### src/rtl/idli_pkg.sv
// Shared types and constants for the SQI bus arbiter and its nibble serialiser.
package idli_pkg;

   typedef enum logic [2:0] {
      IDLE,
      CMD,
      ADDR,
      DUMMY,
      DATA,
      FINISH
   } arb_state_t;

   typedef enum logic {
      OWNER_FE,
      OWNER_MEM
   } arb_owner_t;

   localparam int unsigned SQI_CMD_NIBBLES  = 2;
   localparam int unsigned SQI_ADDR_NIBBLES = 6;
   localparam int unsigned SQI_WORD_NIBBLES = 4;

   // Nibble idx of the 24b bus address {8'h00, addr}, most significant first.
   function automatic logic [3:0] addr_nibble(input logic [15:0] addr, input logic [2:0] idx);
      logic [23:0] sh;
      sh = {8'h00, addr} >> (5'd20 - {idx, 2'b00});
      return sh[3:0];
   endfunction

endpackage

### src/rtl/idli_sqi_ser_m.sv
// Selects the outgoing SQI nibble (command, address or store data) from the
// arbiter's current state and nibble counter.
module idli_sqi_ser_m
   import idli_pkg::*;
#(
   parameter logic [7:0] CMD_READ  = 8'h03,
   parameter logic [7:0] CMD_WRITE = 8'h02
) (
   input  arb_state_t  state,
   input  logic [2:0]  ctr,
   input  logic        wr,
   input  logic [15:0] addr,
   input  logic [3:0]  wdata,
   output logic [3:0]  nib
);

   logic [7:0] cmd;

   always_comb begin
      nib = '0;
      cmd = wr ? CMD_WRITE : CMD_READ;
      case (state)
         CMD:     nib = ctr[0] ? cmd[3:0] : cmd[7:4];
         ADDR:    nib = addr_nibble(addr, ctr);
         DATA:    if (wr) nib = wdata;
         default: nib = '0;
      endcase
   end

endmodule

### src/rtl/idli_sqi_arb_m.sv
// SQI SRAM bus owner: arbitrates fetch vs. ex, sequences CS/command/address/
// dummy/data, streams fetch bursts and kills fetch on redirect.
module idli_sqi_arb_m
   import idli_pkg::*;
#(
   parameter logic [7:0]  CMD_READ  = 8'h03,
   parameter logic [7:0]  CMD_WRITE = 8'h02,
   parameter int unsigned DUMMY_N   = 2
) (
   input  logic        i_arb_gck,
   input  logic        i_arb_rst,
   input  logic        i_arb_fe_req,
   input  logic [15:0] i_arb_fe_addr,
   output logic        o_arb_fe_gnt,
   output logic [3:0]  o_arb_fe_data,
   output logic        o_arb_fe_data_vld,
   input  logic        i_arb_mem_req,
   input  logic        i_arb_mem_wr,
   input  logic [15:0] i_arb_mem_addr,
   input  logic [3:0]  i_arb_mem_wdata,
   output logic        o_arb_mem_gnt,
   output logic        o_arb_mem_wdata_acp,
   output logic [3:0]  o_arb_mem_rdata,
   output logic        o_arb_mem_rdata_vld,
   output logic        o_arb_mem_done,
   input  logic        i_arb_redirect,
   output logic        o_arb_sqi_cs_n,
   output logic [3:0]  o_arb_sqi_sio,
   output logic        o_arb_sqi_oe,
   input  logic [3:0]  i_arb_sqi_sio
);

   arb_state_t  state_q, state_d;
   arb_owner_t  owner_q, owner_d;
   logic [2:0]  ctr_q, ctr_d;
   logic        wr_q, wr_d;
   logic [15:0] addr_q, addr_d;
   logic        cs_n_q, oe_q;
   logic        fe_gnt, mem_gnt, fe_own, last_nib, data_ok;
   logic [3:0]  ser_nib;

   always_comb begin
      fe_own   = (owner_q == OWNER_FE);
      last_nib = (ctr_q == 3'(SQI_WORD_NIBBLES - 1));
      data_ok  = (state_q == DATA) && !i_arb_rst;
      mem_gnt  = (state_q == IDLE) && i_arb_mem_req && !i_arb_rst;
      fe_gnt   = (state_q == IDLE) && i_arb_fe_req && !i_arb_mem_req && !i_arb_redirect && !i_arb_rst;
   end

   always_comb begin
      state_d = state_q;
      owner_d = owner_q;
      wr_d    = wr_q;
      addr_d  = addr_q;
      ctr_d   = ctr_q + 3'd1;
      case (state_q)
         IDLE: begin
            ctr_d = '0;
            if (mem_gnt) begin
               state_d = CMD;
               owner_d = OWNER_MEM;
               wr_d    = i_arb_mem_wr;
               addr_d  = i_arb_mem_addr;
            end else if (fe_gnt) begin
               state_d = CMD;
               owner_d = OWNER_FE;
               wr_d    = 1'b0;
               addr_d  = i_arb_fe_addr;
            end
         end
         CMD: if (ctr_q == 3'(SQI_CMD_NIBBLES - 1)) begin
            state_d = ADDR;
            ctr_d   = '0;
         end
         ADDR: if (ctr_q == 3'(SQI_ADDR_NIBBLES - 1)) begin
            state_d = wr_q ? DATA : DUMMY;
            ctr_d   = '0;
         end
         DUMMY: if (ctr_q == 3'(DUMMY_N - 1)) begin
            state_d = DATA;
            ctr_d   = '0;
         end
         DATA: if (last_nib) begin
            // Fetch keeps CS low and lets the SRAM auto-increment into the next word.
            ctr_d = '0;
            if (!(fe_own && i_arb_fe_req && !i_arb_mem_req && !i_arb_redirect))
               state_d = FINISH;
         end
         FINISH: begin
            state_d = IDLE;
            ctr_d   = '0;
         end
         default: begin
            state_d = IDLE;
            ctr_d   = '0;
         end
      endcase
      if (fe_own && i_arb_redirect && state_q != IDLE && state_q != FINISH) begin
         state_d = FINISH;
         ctr_d   = '0;
      end
   end

   // Pad controls are registered from the next state so they line up with state_q.
   always_ff @(posedge i_arb_gck) begin
      if (i_arb_rst) begin
         state_q <= IDLE;
         owner_q <= OWNER_FE;
         ctr_q   <= '0;
         wr_q    <= 1'b0;
         addr_q  <= '0;
         cs_n_q  <= 1'b1;
         oe_q    <= 1'b0;
      end else begin
         state_q <= state_d;
         owner_q <= owner_d;
         ctr_q   <= ctr_d;
         wr_q    <= wr_d;
         addr_q  <= addr_d;
         cs_n_q  <= !(state_d inside {CMD, ADDR, DUMMY, DATA});
         oe_q    <= (state_d inside {CMD, ADDR}) || (state_d == DATA && wr_d);
      end
   end

   idli_sqi_ser_m #(
      .CMD_READ  (CMD_READ),
      .CMD_WRITE (CMD_WRITE)
   ) u_ser (
      .state (state_q),
      .ctr   (ctr_q),
      .wr    (wr_q),
      .addr  (addr_q),
      .wdata (i_arb_mem_wdata),
      .nib   (ser_nib)
   );

   assign o_arb_fe_gnt        = fe_gnt;
   assign o_arb_mem_gnt       = mem_gnt;
   assign o_arb_fe_data_vld   = data_ok && fe_own && !i_arb_redirect;
   assign o_arb_mem_rdata_vld = data_ok && !fe_own && !wr_q;
   assign o_arb_mem_wdata_acp = data_ok && !fe_own && wr_q;
   assign o_arb_mem_done      = data_ok && !fe_own && last_nib;
   assign o_arb_fe_data       = o_arb_fe_data_vld ? i_arb_sqi_sio : '0;
   assign o_arb_mem_rdata     = o_arb_mem_rdata_vld ? i_arb_sqi_sio : '0;
   assign o_arb_sqi_cs_n      = cs_n_q;
   assign o_arb_sqi_oe        = oe_q;
   assign o_arb_sqi_sio       = oe_q ? ser_nib : '0;

endmodule

### config.mk
export PLATFORM = sky130hd
export DESIGN_NAME = idli_sqi_arb_m
export DESIGN_NICKNAME = d
export VERILOG_FILES = /design/src/rtl/idli_pkg.sv /design/src/rtl/idli_sqi_ser_m.sv /design/src/rtl/idli_sqi_arb_m.sv
export SDC_FILE = /design/constraint.sdc
export NUM_CORES = 1
export LEC_CHECK = 0
export ABC_AREA = 1
export CORE_MARGIN = 2
export CORE_UTILIZATION = 40
export CTS_CLUSTER_SIZE = 12
export DETAILED_ROUTE_END_ITERATION = 16
export PLACE_DENSITY = 0.74
export SYNTH_ARGS = -nofsm -noshare
export SYNTH_HDL_FRONTEND = slang
export SYNTH_SLANG_ARGS = --single-unit
### constraint.sdc
create_clock -name i_arb_gck -period 1.7 [get_ports i_arb_gck]
set_clock_uncertainty 0.15 [all_clocks]
set_input_delay 0.425 -clock i_arb_gck [delete_from_list [all_inputs] [get_ports i_arb_gck]]
set_output_delay 0.425 -clock i_arb_gck [all_outputs]
set_load 0.01 [all_outputs]
* Word-level counts from Yosys, hierarchy flattened *
Cells that the tools add are included.

storage, ports and cells
  register bits = 26
  bits of input ports = 46
  output and inout port bits = 20
  word-level logic and storage cells = 85

operators by class
  $add $sub $neg = 2
  eq/ne operators = 12
  shifts and indexed selects = 1
  mux-type cells = 28
  bitwise gates (word level) = 1
  reduce and logical (&&, ||, !) cells = 34

operators by type and width
  kind                 number
  $mux 3               12
  $mux 16              2
  $logic_and 1x1->1    20
  $mux 4               5
  $shr 16x5->4         1
  $eq 3x2->1 const B   5
  $pmux 3 s5           1
  $pmux 4 s3           1
  $eq 3x1->1 const B   3
  $eq 3x3->1 const B   3
  $pmux 3 s3           1
  $mux 1               6
  $logic_not 1->1      5
  $sub 5x5->5 const A  1
  $reduce_bool 2->1    2
  $reduce_bool 4->1    1
  $reduce_or 2->1      2
  $add 3x1->3 const B  1
  $logic_not 3->1      1
  $ne 3x3->1 const B   1
  $reduce_bool 3->1    1
  $reduce_and 2->1     1
  $logic_or 1x1->1     1
  $not 1->1            1

* Longest topological paths before layout *
Gate-level depths: netlist (run 1).

  depth in word-level cells = 12
  depth in mapped cells = 12
  gate-level depth less buffers = 12

* Hierarchy *
Synthesis (run 1) repeated with hierarchy kept, for this count alone.

second synthesis, totals
  cell total of the unflattened synthesis = 301
  area total of the unflattened synthesis = 1851.8 µm²

modules (own cells, without submodules)
  module          instances  cells each  area each (µm²)  sequential area each (µm²)
  idli_sqi_arb_m  1          224         1525.2           520.5
  idli_sqi_ser_m  1          77          326.6            0.0

* Worst setup path before layout (run 1) *
OpenSTA, ideal clock, no wires.

  path type = reg2out
  start = reg state_q[0]
  end = out o_arb_mem_rdata[0]
  data arrival time = 1.308 ns
  required time = 1.125 ns
  path slack = -0.183 ns
  stages on the path, launching flop included = 10
  path buffers = 0
  cells stage by stage = dfxtp_1 -> inv_1 -> nand2_1 -> nor2_2 -> nand2_1 -> nor2_1 -> inv_1 -> nor2_2 -> inv_1 -> nor2_1

between the ends
  longest elaborated chain between the ends = 5

ends and longest elaborated chain
  what                             line                   RTL
  start, declared                  idli_sqi_arb_m.sv:33   arb_state_t state_q, state_d;
  start signal, assigned           idli_sqi_arb_m.sv:115  state_q <= state_d;
  $eq 3x3->1                       idli_sqi_arb_m.sv:45   data_ok = (state_q == DATA) && !i_arb_rst;
  $logic_and 1x1->1                idli_sqi_arb_m.sv:45
  $logic_and 1x1->1 (2 in series)  idli_sqi_arb_m.sv:140  assign o_arb_mem_rdata_vld = data_ok && !fe_own && !wr_q;
  named net o_arb_mem_rdata_vld    idli_sqi_arb_m.sv:24   output logic o_arb_mem_rdata_vld,
  $mux 4                           idli_sqi_arb_m.sv:144  assign o_arb_mem_rdata = o_arb_mem_rdata_vld ? i_arb_sqi_sio : '0;
  end, declared                    idli_sqi_arb_m.sv:23   output logic [3:0] o_arb_mem_rdata,

The timed path passes the listed nets, and every way through them passes these cells.

* Worst setup path after layout (run 1) *
  start = reg ctr_q[2]
  end = out o_arb_sqi_sio[2]

between the ends
  longest elaborated chain between the ends = 4

ends and longest elaborated chain
  what                    line                   RTL
  start, declared         idli_sqi_arb_m.sv:35   logic [2:0] ctr_q, ctr_d;
  start signal, assigned  idli_sqi_arb_m.sv:117  ctr_q <= ctr_d;
  $sub 5x5->5             idli_pkg.sv:25         sh = {8'h00, addr} >> (5'd20 - {idx, 2'b00});
  $shr 16x5->4            idli_pkg.sv:25
  $pmux 4 s3              idli_sqi_ser_m.sv:22   case (state)
  $mux 4                  idli_sqi_arb_m.sv:147  assign o_arb_sqi_sio = oe_q ? ser_nib : '0;
  end, declared           idli_sqi_arb_m.sv:28   output logic [3:0] o_arb_sqi_sio,

Every way passes these cells.

==> results of run 1 <==
## where the power goes
part | internal [uW] | switching [uW] | leakage (uW) | total (uW)
Combinational | 458 | 430 | 0.00124 | 888
Clock | 207 | 191 | 0.0000288 | 398
Sequential | 680 | 53.2 | 0.000218 | 733
Total | 1340 | 674 | 0.00149 | 2020
## kinds of logic after synthesis
group	Yosys count	share of synthesized area, %
compound gates	58	19.3
fa+ha+maj	4	2.90
buf+inv	45	11.8
flops	26	30.2
simple gates	131	35.7
## layer usage
layer | vias to the layer above | track usage, % | wire length, um
met3 | 12 | 2.33 | 278
met4 | 0 | 2.78 | 72
li1 | 1097 | - | -
met2 | 83 | 42.0 | 3060
met1 | 987 | 27.1 | 2440
met5 | - | 0 | 0
## worst max-delay path by stage
stage                                     start                 end  slack [ps]  depth (start not counted)
after floorplan           state_q[0]$_SDFF_PP0_  o_arb_mem_rdata[0]         -70                          9
after global placement                i_arb_rst  o_arb_mem_rdata[1]        -810                          9
after detailed placement              i_arb_rst  o_arb_mem_rdata[0]        -860                          9
after CTS                   ctr_q[2]$_SDFF_PP0_    o_arb_sqi_sio[1]        -370                          9
after global routing        ctr_q[2]$_SDFF_PP0_    o_arb_sqi_sio[2]        -550                          7
final                       ctr_q[2]$_SDFF_PP0_    o_arb_sqi_sio[2]        -480                          7
## through the flow
stage               std cells  power (uW)  hold slack (ps)  setup slack (ps)  TNS [ps]
floorplan                 264        1100              337             -69.8      -352
global placement          415        1420              361              -811    -23150
detailed placement        415        1430              359              -858    -23870
CTS                       424        1880              375              -368     -5520
global route              436        2120              402              -549     -7990
finish                    436        2020              372              -480     -5830
## tightest hold or removal path, cell delays in order, from the launching register on
cell     delay, ps
dfxtp_1        320
o21ai_2        120
a31oi_1         40
## sequential cells by signal, indices dropped and copies added (netlist names)
register	flops
o_arb_sqi_oe	1
owner_q	1
addr_q	16
ctr_q	3
state_q	3
o_arb_sqi_cs_n	1
wr_q	1
## cells in the mapped netlist
library cell / instances / area [um2]
clkbuf_1: 2 / 7.51
nand2_4: 3 / 33.8
o22ai_1: 4 / 25.0
nor2_8: 1 / 20.0
o21a_1: 2 / 15.0
o31ai_1: 1 / 7.51
o21ai_2: 1 / 8.76
nor3_1: 2 / 10.0
nand3_4: 1 / 17.5
inv_2: 2 / 7.51
clkinv_1: 1 / 3.75
o21ai_1: 14 / 70.1
nand3_2: 1 / 10.0
nor2_4: 4 / 45.0
nand2_1: 69 / 259
nor2_1: 32 / 120
o21ai_0: 12 / 60.1
inv_1: 31 / 116
nand3_1: 10 / 50.1
buf_2: 3 / 15.0
a22oi_1: 2 / 15.0
nand2_2: 2 / 12.5
a21oi_1: 5 / 25.0
buf_6: 3 / 33.8
nand4_1: 2 / 12.5
inv_4: 2 / 12.5
dfxtp_1: 26 / 521
buf_4: 1 / 7.51
ha_1: 4 / 50.1
nor2_2: 4 / 25.0
a31oi_1: 17 / 106
## area by class of cell
cell class | count | area (um2) | area share [%]
Multi-Input combinational cell | 194 | 1270 | 38.9
Timing Repair Buffer | 126 | 1180 | 36.2
Sequential cell | 26 | 537 | 16.4
Inverter | 36 | 158 | 4.82
Tap cell | 50 | 62.6 | 1.91
Clock buffer | 4 | 55.1 | 1.68
## layout by cell type (no fill, tap or decap), types with 7 or more instances in the layout
cell / n
nand2_1: 60
buf_4: 42
clkdlybuf4s50_1: 41
buf_6: 22
inv_1: 21
nor2_1: 19
dfxtp_1: 19
a31oi_1: 16
o21ai_2: 14
nor2_4: 13
inv_2: 10
buf_2: 10
nand3_1: 9
nand2_4: 8
nor2_2: 8
o21ai_0: 7
## what timing repair did
action | CTS | global route
hold buffers | 0 | 0
endpoints found under the setup margin | 42 | 43
setup buffers | 4 | 12
pin swaps | 7 | 14
resized for setup | 122 | 57
cloned | 1 | 2
==> results by group, run 1 <==
Outcome
  – Status: finished, violations left
  – Failing checks: setup timing

STA
  – Final Cycle Share: 128%
  – Max-slew headroom: 80.0%
  – Final Hold Fails: 0
  – Setup violators final: 21
  – RSZ-0062 raised after global routing: true
  – Slew @ Worst Pin: 299 ps
  – Tmin final: approximately 2200 ps
  – Setup ws final: -480 ps
  – Count of final max-slew check failures: 0
  – Fmax: roughly 460 MHz

Power
  – Power Dens Cells: slightly above 600 mW/mm2
  – Leak: ~0.0015 uW
  – Max IR drop VDD: roughly 0.4 mV

Synthesis
  – Synth Net Count: roughly 310
  – Library cells used by synthesis: 31
  – Syn avg cell area: approximately 6.5 um2
  – Syn Inst Count: between 200 and 300
  – Mapped Area: ~0.0017 mm2
  – Yosys reg bits: 26
  – Sequential element share of the synthesized area: between 30 and 40%
  – Yosys Warn Count: 0

Worst setup path
  – CP Capture Type: primary output
  – CP delay by family, top: compound AO/OA/AOI/OAI gates
  – CP max stage delay: approximately 370 ps
  – Buf/Inv on CP: 2
  – CP arrival: between 1500 and 2000 ps
  – Worst-path cell chain: buf_12 > nor2_4 > o21ai_0 > o22ai_1 > a22oi_1 > nor2_1 > buf_2
  – Reg2Reg Capture Point: o_arb_sqi_oe$_SDFF_PP0_
  – R2R Setup Slk: -120 ps
  – Reg2Reg Depth: 13
  – Startpoint Class: register
  – FF-to-FF Start: ctr_q[0]$_SDFF_PP0_
  – Worst Setup Path Type: reg2out
  – Slowest cell on the critical path: dfxtp_4
  – Worst Path Max Fanout: 4
  – CP required: 1120 ps

Place
  – IO Port Bufs: 65
  – Final RePlAce weighted congestion: 0.845
  – DP Area: approximately 0.0028 mm2
  – Hpwl dp: between 3000 and 4000 um

Route
  – # DRC: 0
  – TritonRoute pass-1 iters: 4
  – DR WL/cell: ~13 um
  – Vias per cell: approximately 5
  – Starting DRC count in detailed routing: between 100 and 150
  – Final WL: slightly below 6000 um
  – Post-route ant nets: 0
  – Vias: ~2200

Global routing
  – Total GRT Usage: between 20 and 25%
  – Initial antenna violation count: 0
  – Vias in the first global route: between 2000 and 2500
  – Pin count of the biggest net entering global routing: 23
  – First-pass GRT wire length: ~9000 um
  – Total grt overflow: 0

Final layout
  – Number of fill cells in the layout: between 200 and 300
  – Post-route design area: 0.00327 mm2
  – # nets final: ~440
  – Layout cells sized above 1: a little over two fifths
  – ANT cells: 0
  – Fin util: 80.0%
  – Area delta synth->final: 89.8%

Die
  – Core area: 0.00409 mm2
  – Total Die Area: between 0.004 and 0.005 mm2
  – Ports: 66
  – Die H: 69.6 um
  – Num rows: 23
  – Overall die width: just under 70 um
  – Initial Utilization: a little over two fifths

Worst hold path
  – Worst hold path type: reg2reg
  – Hold depth: 2
  – Hold EP: addr_q[7]$_SDFFE_PP0P_
  – Min-delay src: addr_q[7]$_SDFFE_PP0P_

CTS
  – Clock sink total: 26
  – Root Buffer Master: clkbuf_8
  – Worst-path clk slew: ~90 ps
  – Clk buf depth: 2
  – Worst-Skew Late Latency: ~270 ps
  – CTS tree: built
  – H-tree levels: 1
  – Total CTS buffers: 3

Job
  – # Max-Cap Violations: 0
Note: power is estimated with default switching activity, not from simulation.
==> run 2: changes to the inputs <==
--- a/config.mk
+++ b/config.mk
@@ -11,6 +11,7 @@
 export CTS_CLUSTER_SIZE = 12
 export DETAILED_ROUTE_END_ITERATION = 16
 export PLACE_DENSITY = 0.74
+export SLEW_MARGIN = 40
 export SYNTH_ARGS = -nofsm -noshare
 export SYNTH_HDL_FRONTEND = slang
 export SYNTH_SLANG_ARGS = --single-unit
==> results of run 2 <==
The final DEF is identical to that of run 1; final timing and power are the same.
